==> src/rtl/seq_mult_pkg.sv <==
// Shared types and sizing helpers for the seq_mult shift-and-add multiplier.
package seq_mult_pkg;

    typedef enum logic [1:0] {
        ST_IDLE = 2'd0,
        ST_RUN  = 2'd1,
        ST_DONE = 2'd2
    } state_e;

    localparam int unsigned WIDTH_MIN = 2;
    localparam int unsigned WIDTH_MAX = 32;

    // Counter must reach WIDTH-1 and be compared against it.
    function automatic int unsigned cnt_width(input int unsigned w);
        return $clog2(w + 1);
    endfunction

endpackage

==> src/rtl/seq_mult_add.sv <==
// WIDTH-bit ripple adder with carry out, built from half/full adder bit cells.
module seq_mult_add #(
    parameter int unsigned WIDTH = 8
) (
    input  logic [WIDTH-1:0] a,
    input  logic [WIDTH-1:0] b,
    output logic [WIDTH-1:0] sum,
    output logic             cout
);

    logic [WIDTH:1] carry;

    for (genvar i = 0; i < WIDTH; i++) begin : g_bit
        if (i == 0) begin : g_ha
            assign sum[i]       = a[i] ^ b[i];
            assign carry[i + 1] = a[i] & b[i];
        end else begin : g_fa
            assign sum[i]       = a[i] ^ b[i] ^ carry[i];
            assign carry[i + 1] = (a[i] & b[i]) | (carry[i] & (a[i] ^ b[i]));
        end
    end

    assign cout = carry[WIDTH];

endmodule

==> src/rtl/seq_mult.sv <==
// Sequential shift-and-add multiplier, one partial product per cycle.
// Define SEQ_MULT_SIGNED_EN for two's-complement operands and product.
module seq_mult
    import seq_mult_pkg::*;
#(
    parameter int unsigned WIDTH = 8
) (
    input  logic               clk,
    input  logic               rst,
    input  logic               start,
    input  logic [WIDTH-1:0]   a,
    input  logic [WIDTH-1:0]   b,
    output logic               busy,
    output logic               done,
    output logic [2*WIDTH-1:0] product
);

    localparam int unsigned CW = cnt_width(WIDTH);
    localparam int unsigned PW = 2 * WIDTH;

    if (WIDTH < WIDTH_MIN || WIDTH > WIDTH_MAX) begin : g_bad_width
        $error("seq_mult: WIDTH out of range");
    end

    state_e            state_q, state_d;
    logic [WIDTH-1:0]  mcand_q, mcand_d;
    logic [WIDTH-1:0]  mplier_q, mplier_d;
    logic [WIDTH-1:0]  acc_hi_q, acc_hi_d;
    logic [CW-1:0]     cnt_q, cnt_d;
    logic [PW-1:0]     product_q, product_d;
    logic              busy_q, busy_d;
    logic              done_q, done_d;
    logic [PW-1:0]     prod_raw;

    logic [WIDTH-1:0]  add_b;
    logic [WIDTH-1:0]  add_sum;
    logic              add_cout;

`ifdef SEQ_MULT_SIGNED_EN
    logic              neg_q, neg_d;

    // Magnitude of a two's-complement value; -2^(WIDTH-1) maps to 2^(WIDTH-1).
    function automatic logic [WIDTH-1:0] mag(input logic [WIDTH-1:0] v);
        return v[WIDTH-1] ? WIDTH'(~v + 1'b1) : v;
    endfunction
`endif

    assign add_b = mplier_q[0] ? mcand_q : '0;

    seq_mult_add #(.WIDTH(WIDTH)) u_add (
        .a    (acc_hi_q),
        .b    (add_b),
        .sum  (add_sum),
        .cout (add_cout)
    );

    // Next-state and datapath update.
    always_comb begin
        state_d   = state_q;
        mcand_d   = mcand_q;
        mplier_d  = mplier_q;
        acc_hi_d  = acc_hi_q;
        cnt_d     = cnt_q;
        product_d = product_q;
        prod_raw  = '0;
`ifdef SEQ_MULT_SIGNED_EN
        neg_d     = neg_q;
`endif
        case (state_q)
            ST_IDLE, ST_DONE: begin
                if (start) begin
`ifdef SEQ_MULT_SIGNED_EN
                    mcand_d  = mag(a);
                    mplier_d = mag(b);
                    neg_d    = a[WIDTH-1] ^ b[WIDTH-1];
`else
                    mcand_d  = a;
                    mplier_d = b;
`endif
                    acc_hi_d = '0;
                    cnt_d    = '0;
                    state_d  = ST_RUN;
                end else begin
                    state_d  = ST_IDLE;
                end
            end
            ST_RUN: begin
                // Shift {carry, sum, mplier} right by one; carry lands in acc_hi MSB.
                acc_hi_d = {add_cout, add_sum[WIDTH-1:1]};
                mplier_d = {add_sum[0], mplier_q[WIDTH-1:1]};
                cnt_d    = cnt_q + CW'(1);
                if (cnt_q == CW'(WIDTH - 1)) begin
                    prod_raw = {acc_hi_d, mplier_d};
`ifdef SEQ_MULT_SIGNED_EN
                    product_d = neg_q ? PW'(~prod_raw + 1'b1) : prod_raw;
`else
                    product_d = prod_raw;
`endif
                    state_d   = ST_DONE;
                end
            end
            default: state_d = ST_IDLE;
        endcase
        busy_d = (state_d == ST_RUN);
        done_d = (state_d == ST_DONE);
    end

    always_ff @(posedge clk or posedge rst) begin
        if (rst) begin
            state_q   <= ST_IDLE;
            mcand_q   <= '0;
            mplier_q  <= '0;
            acc_hi_q  <= '0;
            cnt_q     <= '0;
            product_q <= '0;
            busy_q    <= 1'b0;
            done_q    <= 1'b0;
`ifdef SEQ_MULT_SIGNED_EN
            neg_q     <= 1'b0;
`endif
        end else begin
            state_q   <= state_d;
            mcand_q   <= mcand_d;
            mplier_q  <= mplier_d;
            acc_hi_q  <= acc_hi_d;
            cnt_q     <= cnt_d;
            product_q <= product_d;
            busy_q    <= busy_d;
            done_q    <= done_d;
`ifdef SEQ_MULT_SIGNED_EN
            neg_q     <= neg_d;
`endif
        end
    end

    assign busy    = busy_q;
    assign done    = done_q;
    assign product = product_q;

endmodule

==> config.mk <==
export PLATFORM = sky130hd
export DESIGN_NAME = seq_mult
export DESIGN_NICKNAME = d
export VERILOG_FILES = /design/src/rtl/seq_mult_pkg.sv /design/src/rtl/seq_mult_add.sv /design/src/rtl/seq_mult.sv
export SDC_FILE = /design/constraint.sdc
export NUM_CORES = 1
export LEC_CHECK = 0
export CAP_MARGIN = 0
export CORE_ASPECT_RATIO = 0.75
export CORE_UTILIZATION = 56
export CTS_CLUSTER_DIAMETER = 100
export CTS_CLUSTER_SIZE = 40
export DETAILED_ROUTE_END_ITERATION = 8
export PLACE_DENSITY = 0.95
export RECOVER_POWER = 100
export SYNTH_ARGS = -nofsm -noshare
export SYNTH_HDL_FRONTEND = slang
export SYNTH_HIERARCHICAL = 1
export SYNTH_SLANG_ARGS = --single-unit
==> constraint.sdc <==
create_clock -name clk -period 5.8 [get_ports clk]
set_input_delay 1.16 -clock clk [delete_from_list [all_inputs] [get_ports clk]]
set_output_delay 1.16 -clock clk [all_outputs]
set_load 0.03 [all_outputs]
### Word-level counts from Yosys, hierarchy flattened

Index checks and enable logic that the tools add are counted.

* logic and storage cells: 68
* register bits after elaboration: 48
* output and inout bits: 18

* bitwise operators: 37
* multiplexer cells: 10
* add/subtract/negate cells: 1
* reductions and logical operators: 6
* eq/ne operators: 6

Operators with widths (count)
* $pmux 8 s2: 2
* $mux 8: 3
* $and 1x1->1: 15
* $xor 1x1->1: 15
* $pmux 4 s2: 1
* $or 1x1->1: 7
* $reduce_and 2->1: 3
* $add 4x1->4 const B: 1
* $eq 2x1->1 const B: 2
* $eq 2x2->1 const B: 2
* $eq 4x3->1 const B: 1
* $mux 4: 1
* $pmux 2 s2: 1
* $logic_not 2->1: 1
* $mux 2: 1
* $ne 2x2->1 const B: 1
* $reduce_bool 2->1: 1
* $reduce_or 2->1: 1
* $mux 1: 1

### Longest topological paths before layout

* depth in word-level cells: 17
* gate-level depth with buffers: 14
* depth with buffers taken out: 14

### Modules after synthesis

The synthesis kept the hierarchy.

Modules (own cells, without submodules)
* seq_mult: cells an instance 148, instances 1, area an instance 1955.6 um^2
* seq_mult_add: cells an instance 18, instances 1, area an instance 190.2 um^2

### Worst setup path before layout

No wires, ideal clock.

* path kind: flip-flop to flip-flop
* from: register mplier_q[0]
* to: register product_q[14], in the netlist product[14]
* cell stages (with the launch flop): 15
* period minus slack after synthesis: 3549 ps
* setup slack: 2251 ps
* data required time: 5735 ps
* arrival time: 3484 ps
* cell sequence: dfrtp_1 and2_1 ha_1 fa_1 inv_1 fa_1 inv_1 fa_1 fa_1 fa_1 fa_1 inv_1 fa_1 inv_1 mux2_2

* longest elaborated chain between the ends: 15
* elaborated cells on any way between the ends: 28
* those cells by class: mux (1); bitwise (27)

RTL lines
* start: declaration: line seq_mult.sv:27 `logic [WIDTH-1:0] mplier_q, mplier_d;`
* start signal: assignment: line seq_mult.sv:124 `mplier_q <= mplier_d;`
* $mux 8: line seq_mult.sv:48 `assign add_b = mplier_q[0] ? mcand_q : '0;`
* via add_b[0]: line seq_mult.sv:35 `logic [WIDTH-1:0] add_b;`
* $and 1x1->1: line seq_mult_add.sv:16 `assign carry[i + 1] = a[i] & b[i];`
* $and 1x1->1: line seq_mult_add.sv:19 `assign carry[i + 1] = (a[i] & b[i]) | (carry[i] & (a[i] ^ b[i]));`
* $or 1x1->1: line seq_mult_add.sv:19
* $and 1x1->1: line seq_mult_add.sv:19
* $or 1x1->1: line seq_mult_add.sv:19
* $and 1x1->1: line seq_mult_add.sv:19
* $or 1x1->1: line seq_mult_add.sv:19
* $and 1x1->1: line seq_mult_add.sv:19
* $or 1x1->1: line seq_mult_add.sv:19
* $and 1x1->1: line seq_mult_add.sv:19
* $or 1x1->1: line seq_mult_add.sv:19
* $and 1x1->1: line seq_mult_add.sv:19
* $or 1x1->1: line seq_mult_add.sv:19
* $xor 1x1->1: line seq_mult_add.sv:18 `assign sum[i] = a[i] ^ b[i] ^ carry[i];`
* via add_sum[7]: line seq_mult.sv:36 `logic [WIDTH-1:0] add_sum;`
* end signal: assignment: line seq_mult.sv:127 `product_q <= product_d;`
* end: declaration: line seq_mult.sv:30 `logic [PW-1:0] product_q, product_d;`

The timed path passes the listed nets, and every way through them passes these cells.
A chain may end at the register's enable or synchronous reset.

### Final worst setup path

Same ends and word-level chain as after synthesis.

==> results.txt <==
The worst-case register-to-register setup slack is 2030 ps. The highest fanout seen on the critical path came out at 9. The max-slew violation total from the final report came to 75. The count of nets left with antenna violations once routing finished came out at 0.

The final hold slack is 485 ps. The time the final worst path needs with I/O delays and setup came out at 3770 ps. The clock insertion delay at the later pin of the skew report came out at 300 ps. The worst-margin pin slew came out at 1730 ps.

The worst setup path is captured at a flop. The hold-critical path depth is 2. The count of port buffers added during placement came out at 36. In this run, post-CTS hold repair placed 0 buffers. The first detailed-routing pass ran for 4 iterations. For this run, the number of Yosys warnings is 6. The mean number of vias per cell is 5.37. The area overhead of the layout relative to synthesis came out at 20.8%. In this run the critical register-to-register path is captured at product[14]. In the global route stage, overall resource usage came out at 22.7%. The flow ran to the end, but the final reports show violations. The min-delay analysis places its worst path in the category flop to flop. The clock buffer count from CTS came out at 5. Summed over all layers, the global routing overflow is 0. The final non-filler cell total is 254. Counting every instance in the synthesized netlist gives 166.

The HPWL after detailed placement came out at 2.56 mm. 0 antenna diodes ended up in the layout. At the worst endpoint, the arrival time is 4000 ps.

The checks that failed: capacitance limit, slew limit. The number of buffers between clock root and the deepest sink is 2. Once placement finished, the instance area stood at 2520 um^2. The number of antenna violations at the first check in global routing came out at 0. The cell leakage power came out at 1.30 nW. The final non-filler cell area is 2590 um^2.

The number of H-tree levels came out at 2. The cell sitting at the root of the clock tree is a clkbuf_8. The placer congestion estimate came out at 0.801.

The utilization after layout came out at 70.8%. The critical path is of the flop to flop type. The maximum vdd ir drop came out at 0.369 mV. After synthesis, the mean cell area works out to 12.9 um^2.

The worst hold path begins at mcand_q[7]. After clock tree synthesis, the clock-pin slew on the worst setup and hold paths is 80 ps. The worst slack at placement came out at 2080 ps.

Setup violations remaining at the end of the flow were counted as 0. The initial core utilization came out at 58.6%. The final routed wire length divided by cell count came out at 15.8 um. The total power consumption of the routed design is 1.47 mW. The nature of the critical path startpoint is a flop.

Entering global routing, the biggest net connects 49 pins. The cell row count is 19. The number of design rule violations left after detail routing came out at 0. Setup repair after global routing left no endpoint under its margin.

The final cycle utilization of the critical path came out at 65.0%. The die span in y came out at 55.6 um. In this run the horizontal extent of the chip is 73.5 um. The wire length of the first global-routing pass is 6.82 mm.

After synthesis, the netlist uses 24 different library cells. For the worst setup path, the data required time is 6030 ps. When the netlist entered floorplanning its net count stood at 194. The post-synthesis sequential area ratio is 56.0%. The number of hold violations in the final report is 0. The library cell used most frequently in the layout, excluding fill and tap cells, is dfrtp_1. The post-cts resize count came out at 0. The ratio of cells with drive above 1 in the final layout is 8.42%. The number of synthesized register bits came out at 48. The total vias in the final route came out at 1,365. The area of the core is 3660 um^2. In this run the power density over the cells is 566 nW/um^2. The number of placed instances, taps included is 246.

Static timing analysis puts the maximum clock frequency at 265 MHz. For this design the top-level I/O count stands at 37. The worst register-to-register path begins at mplier_q[0]. TritonCTS built the clock tree. The sum of negative setup slack is 0 ps. The number of clock sinks is 48. The violation count after the first detailed-routing iteration came out at 72. On the final layout, the worst clock skew is 7.89 ps. Measured in cells, the most critical reg-to-reg path has a length of 14. The number of post-CTS setup repair buffers is 0. The net count reported at finish came out at 229. Wires add up to 4.02 mm. Leaving out fill and tap cells, the most frequent cells in the layout are dfrtp_1 (48), nand2_1 (29), dlygate4sd3_1 (20), a22o_1 (17), clkdlybuf4s50_1 (16). The overall die area is 4090 um^2. The endpoint with the worst hold slack is mcand_q[7]. The cell area that synthesis handed to floorplanning was 2150 um^2. Setup slack on the critical path of the routed design comes to 2030 ps. The max-slew headroom at the worst pin came out at -15.6%. The number of global-route vias before repair came out at 1,364. The max-cap violation count is 2.
cells in the mapped netlist:
cell / n / area share, %
clkbuf_1: 3 / 0.52
buf_4: 1 / 0.35
buf_2: 2 / 0.47
mux2i_1: 2 / 0.93
nor3b_1: 1 / 0.35
o21ai_0: 1 / 0.23
buf_8: 1 / 0.70
fa_1: 7 / 6.5
mux2_2: 9 / 4.7
nand4_1: 1 / 0.29
and2b_1: 1 / 0.35
nor2_2: 1 / 0.29
nor3b_4: 1 / 0.87
mux2_4: 9 / 6.3
dfrtp_1: 48 / 56
and2_1: 8 / 2.3
nand2_1: 29 / 5.1
buf_1: 1 / 0.17
ha_1: 2 / 1.2
inv_1: 11 / 1.9
a22o_1: 17 / 6.9
nand2b_1: 1 / 0.29
a21o_1: 8 / 2.8
nor2b_2: 1 / 0.41
layer usage:
layer,global-route usage (%),wire length (um)
met5,0,0
met4,5.77,13
met3,4.35,154
met2,32.5,1930
met1,35.8,1930
cells by family (layout without fill, tap and decap cells):
logic type / count (synthesis) / after routing / share of synthesized area, %
flops: 48 / 48 / 56.0
simple gates: 44 / 44 / 10.3
compound gates: 26 / 26 / 9.97
mux: 20 / 20 / 12.0
buf+inv: 19 / 55 / 4.14
fa+ha+maj: 9 / 9 / 7.70
flip-flops by register name (all words and copies together) (netlist names):
name      cells
acc_hi_q      8
busy          1
state_q       2
mplier_q      8
product      16
done          1
cnt_q         4
mcand_q       8
worst max path at each step:
stage	from	to	slack, ps	cells past startpoint
floorplan	mplier_q[0]	product[14]	2250	14
global placement	mplier_q[0]	product[14]	2180	14
detailed placement	mplier_q[0]	product[14]	2080	14
CTS	mplier_q[0]	product[14]	2050	14
global route	mplier_q[0]	acc_hi_q[6]	1870	14
finish	mplier_q[0]	product[14]	2030	14
critical path: stages, from the launching register on:
cell	delay, ps
dfrtp_1	450
and2_1	190
ha_1	190
fa_1	350
inv_1	80
fa_1	160
inv_1	50
fa_1	380
fa_1	380
fa_1	390
fa_1	380
inv_1	80
fa_1	420
inv_1	80
mux2_2	140
cell type report:
| type | count | area [um^2] |
|---|---|---|
| tap | 52 | 65.1 |
| sequential | 48 | 1200 |
| inverter | 11 | 41.3 |
| clock inverter | 2 | 35.0 |
| timing repair buffer | 36 | 360 |
| multi-input combinational | 99 | 817 |
| fill | 272 | 1070 |
| clock buffer | 6 | 72.6 |
where the power goes:
group	leakage, nW	internal (mW)	switching (mW)	total [mW]
logic	0.643	0.296	0.356	0.651
clock network	0.0552	0.128	0.105	0.233
registers	0.602	0.483	0.100	0.584
Power figures use the tool's default switching activity.
==> variant 1 (same flow settings) <==
`product_q` no longer has a reset.
--- a/src/rtl/seq_mult.sv
+++ b/src/rtl/seq_mult.sv
@@ -112,7 +112,6 @@
             mplier_q  <= '0;
             acc_hi_q  <= '0;
             cnt_q     <= '0;
-            product_q <= '0;
             busy_q    <= 1'b0;
             done_q    <= 1'b0;
 `ifdef SEQ_MULT_SIGNED_EN
@@ -124,7 +123,6 @@
             mplier_q  <= mplier_d;
             acc_hi_q  <= acc_hi_d;
             cnt_q     <= cnt_d;
-            product_q <= product_d;
             busy_q    <= busy_d;
             done_q    <= done_d;
 `ifdef SEQ_MULT_SIGNED_EN
@@ -133,6 +131,10 @@
         end
     end
 
+    always_ff @(posedge clk) begin
+        product_q <= product_d;
+    end
+
     assign busy    = busy_q;
     assign done    = done_q;
     assign product = product_q;
Behaviour: not the same (Yosys sat finds a counterexample within 10 cycles, from zero or initial values and one cycle with rst high; the reset may be asserted at any time).
==> variant 1 against the original RTL <==
Die area is 5.5% lower. Power is 15% lower. Sequential cell count unchanged. Cell count down 9.8%. Synthesized area decreased by 5.7%. Setup slack got worse by 0.15 ns. Routed wire length shrank 8.0%. Largest power group is now sequential cells. Clock skew decreased by 0.0035 ns. The run ends with DRC, capacitance limit, slew limit left. Cell area down 5.1%.
==> variant 1: results <==
group,metric,value,unit
critical_path,critPathArrivalTime,3.79,ns
placement,dp_slack,1.99,ns
sta,drv_slew,44,
outcome,status,"finished, violations left",
power_and_ir_drop,p_per_area,507,nW/um^2
sta,worst_pin_slew,2.33,ns
global_routing,grt_first_pass_wirelength,6.18,mm
global_routing,met3_usage,6.37,%
layout,drive_gt1_share,3.70,%
layout,clk_share,3.66,%
layout,regArea,1280,sq um
drt,routed_wl,3.70,mm
yosys,yosysSeqAreaShare,63.3,%
power_and_ir_drop,p_leak,1.12,nW
min_path,hp-start,"mcand_q[2]$_DFFE_PP0P_",
critical_path,cp_max_fo,26,
sta,skew,0.00443,ns
global_routing,use_met1,27.3,%
global_routing,gr-usage-met2,40.2,%
drt,remaining_drc_errors,4,
yosys,synthArstFlopShare,66.7,%
critical_path,regToRegStartpoint,"state_q[0]$_DFF_PP0_",
drt,via_count,1281,
run,maxCapViolCount,2,
yosys,synth_compound_area_share,10.0,%
layout,fin_nets,216,
min_path,hold_path_end,"mcand_q[2]$_DFFE_PP0P_",
layout,clock_buffers,8,
layout,n_all_buffers,37,
placement,place.gp.congestion,0.833,
outcome,violations,"DRC, capacitance limit, slew limit",
yosys,synthesis.nets,179,
yosys,synth_edf_count,16,
drt,first_pass_iters,6,
sta,holdWs,0.476,ns
global_routing,grt_use_total,22.8,%
placement,dpl_cell_area,2390,sq um
layout,multi_input_cells,85,
[variant 1: cell count changes after synthesis, sizes merged, moves of 2 or more]
cell and delta:
clkbuf -2, dfrtp -16, edfxtp +16, mux2 -16
[variant 1: cell families after synthesis]
kind of cell	Yosys count
AOI/OAI and AO/OA	25
buffers and inverters	18
DFF	48
muxes	5
adders and majority gates	9
and+or+nand+nor	46
[variant 1: where the power goes]
part | switching [W] | internal, W | leakage, nW
Clock | 0.000102 | 0.0000973 | 0.0455
Combinational | 0.000257 | 0.000215 | 0.534
Sequential | 0.0000785 | 0.000498 | 0.545
Total | 0.000437 | 0.000811 | 1.12
[variant 1: tightest hold or removal path, cell delays in order (launching register included)]
cell and delay (ns):
dfrtp_1 0.34, nand2_1 0.05, nand2_1 0.06
[variant 1: metal layers]
metal	vias to the layer above	wire length (microns)
met2	47	1930
met3	8	206
met5	-	0
li1	580	-
met1	646	1510
met4	0	59
==> variant 2 (same flow settings) <==
Made on the original files. The option `SEQ_MULT_SIGNED_EN` is turned on by a define.
--- a/src/rtl/seq_mult.sv
+++ b/src/rtl/seq_mult.sv
@@ -1,5 +1,7 @@
 // Sequential shift-and-add multiplier, one partial product per cycle.
 // Define SEQ_MULT_SIGNED_EN for two's-complement operands and product.
+`define SEQ_MULT_SIGNED_EN
+
 module seq_mult
     import seq_mult_pkg::*;
 #(
Behaviour: not the same (Yosys sat finds a counterexample within 10 cycles, from zero or initial values and one cycle with rst high).
==> variant 2 against the original RTL <==
The flow still finishes with violations (capacitance limit, slew limit). Cell area increased by 22%. Synthesized area rose by 28%. Cell count up 41%. Die area rose by 27%. Power increased by 23%. Routed wire length up 34%. Sequential cell count increased by 1. Setup slack lost 0.78 ns. Critical path type unchanged. Largest power group unchanged.
==> variant 2: results <==
group,metric,value,unit
global_routing,grt_pass1_vias,2007,
placement,hpwl,3.93,mm
layout,drive_gt1_share,5.32,%
yosys,yosysSeqAreaShare,44.8,%
yosys,synth_top_cells_by_count,"dfrtp_1, nor2_1, o21ai_0",
sta,slew_headroom,-18.5,%
power_and_ir_drop,p_leak,1.39,nW
run,maxCapViolCount,1,
power_and_ir_drop,p_per_area,569,nW/um^2
drt,drt_iter0_drc,159,
outcome,status,"finished, violations left",
yosys,synth_xor_area_share,7.68,%
yosys,ys_top_cells_by_area,"dfrtp_1, xor2_1, fa_1, o21ai_0, nor2_1",
critical_path,cp_slowest_cell,"or4_1",
outcome,violations,"capacitance limit, slew limit",
global_routing,grt_use_total,24.0,%
sta,drv_slew,50,
global_routing,grt_max_degree,50,
yosys,synth_mux_area_share,1.87,%
critical_path,critPathArrivalTime,4.67,ns
sta,skew,0.00606,ns
power_and_ir_drop,vdd_drop_max,0.333,mV
yosys,synth-adder-area-share,7.40,%
critical_path,r2r_slack,1.25,ns
yosys,synth_cell_types,44,
-- variant 2: metrics by stage --
step	cells	setup slack, ns	hold WS [ns]	cell area (sq um)	total power [W]
6_report	358	1.25	0.481	3170	0.00181
5_1_grt	358	1.01	0.514	3170	0.00196
4_1_cts	358	1.37	0.486	3210	0.00186
3_5_place_dp	350	1.39	0.467	3100	0.00160
3_3_place_gp	350	1.57	0.459	3100	0.00156
2_1_floorplan	269	1.66	0.442	2740	0.00133
-- variant 2: final cells by class --
class	instances	area (sq um)
Inverter	19	71.3
Fill cell	393	1400
Sequential cell	49	1230
Clock buffer	7	86.3
Clock inverter	1	30.0
Multi-Input combinational cell	186	1310
Timing Repair Buffer	39	375
Tap cell	57	71.3
-- variant 2: logic make-up (layout without fill, tap and decap cells) --
logic type | count (synthesis) | after routing
AOI/OAI and AO/OA | 68 | 68
xor gates and xnor gates | 24 | 24
adders and majority gates | 12 | 12
buffers and inverters | 34 | 66
DFF | 49 | 49
muxes | 5 | 5
and+or+nand+nor | 77 | 77
-- variant 2: final timing paths --
| kind | start | end | cells after the start |
|---|---|---|---|
| min | mcand_q[6]$_DFFE_PP0P_ | mcand_q[6]$_DFFE_PP0P_ | 2 |
| max in group asynchronous | rst | acc_hi_q[1]$_DFFE_PP0P_ | 2 |
| min in group asynchronous | rst | product[11]$_DFFE_PP0P_ | 2 |
| max | mplier_q[0]$_DFFE_PP0P_ | product[14]$_DFFE_PP0P_ | 14 |
| min reg2reg | mcand_q[6]$_DFFE_PP0P_ | mcand_q[6]$_DFFE_PP0P_ | 2 |
| max reg2reg | mplier_q[0]$_DFFE_PP0P_ | product[14]$_DFFE_PP0P_ | 14 |
-- variant 2: worst min-delay path, delay by kind of cell, from the launching register on --
family,cells,cell delay [ns]
flops,1,0.35
compound gates,1,0.06
simple gates,1,0.04
-- variant 2: power by group through the flow --
stage / combinational (W) / sequential (W) / clock [W]
after CTS: 0.000973 / 0.000632 / 0.000254
after global routing: 0.00103 / 0.000654 / 0.000273
after detailed placement: 0.000969 / 0.000635 / 0
final: 0.000924 / 0.000629 / 0.000253
after floorplan: 0.000614 / 0.000713 / 0
after global placement: 0.000938 / 0.000626 / 0
-- variant 2: metal layers --
metal	up-vias	share of wire [%]	track usage [%]	wire length [microns]
li1	996	-	-	-
met1	979	49	33.4	2630
met2	68	45	36.8	2440
met3	2	5.8	7.59	311
met4	0	0.26	4.96	14
met5	-	0	0	0
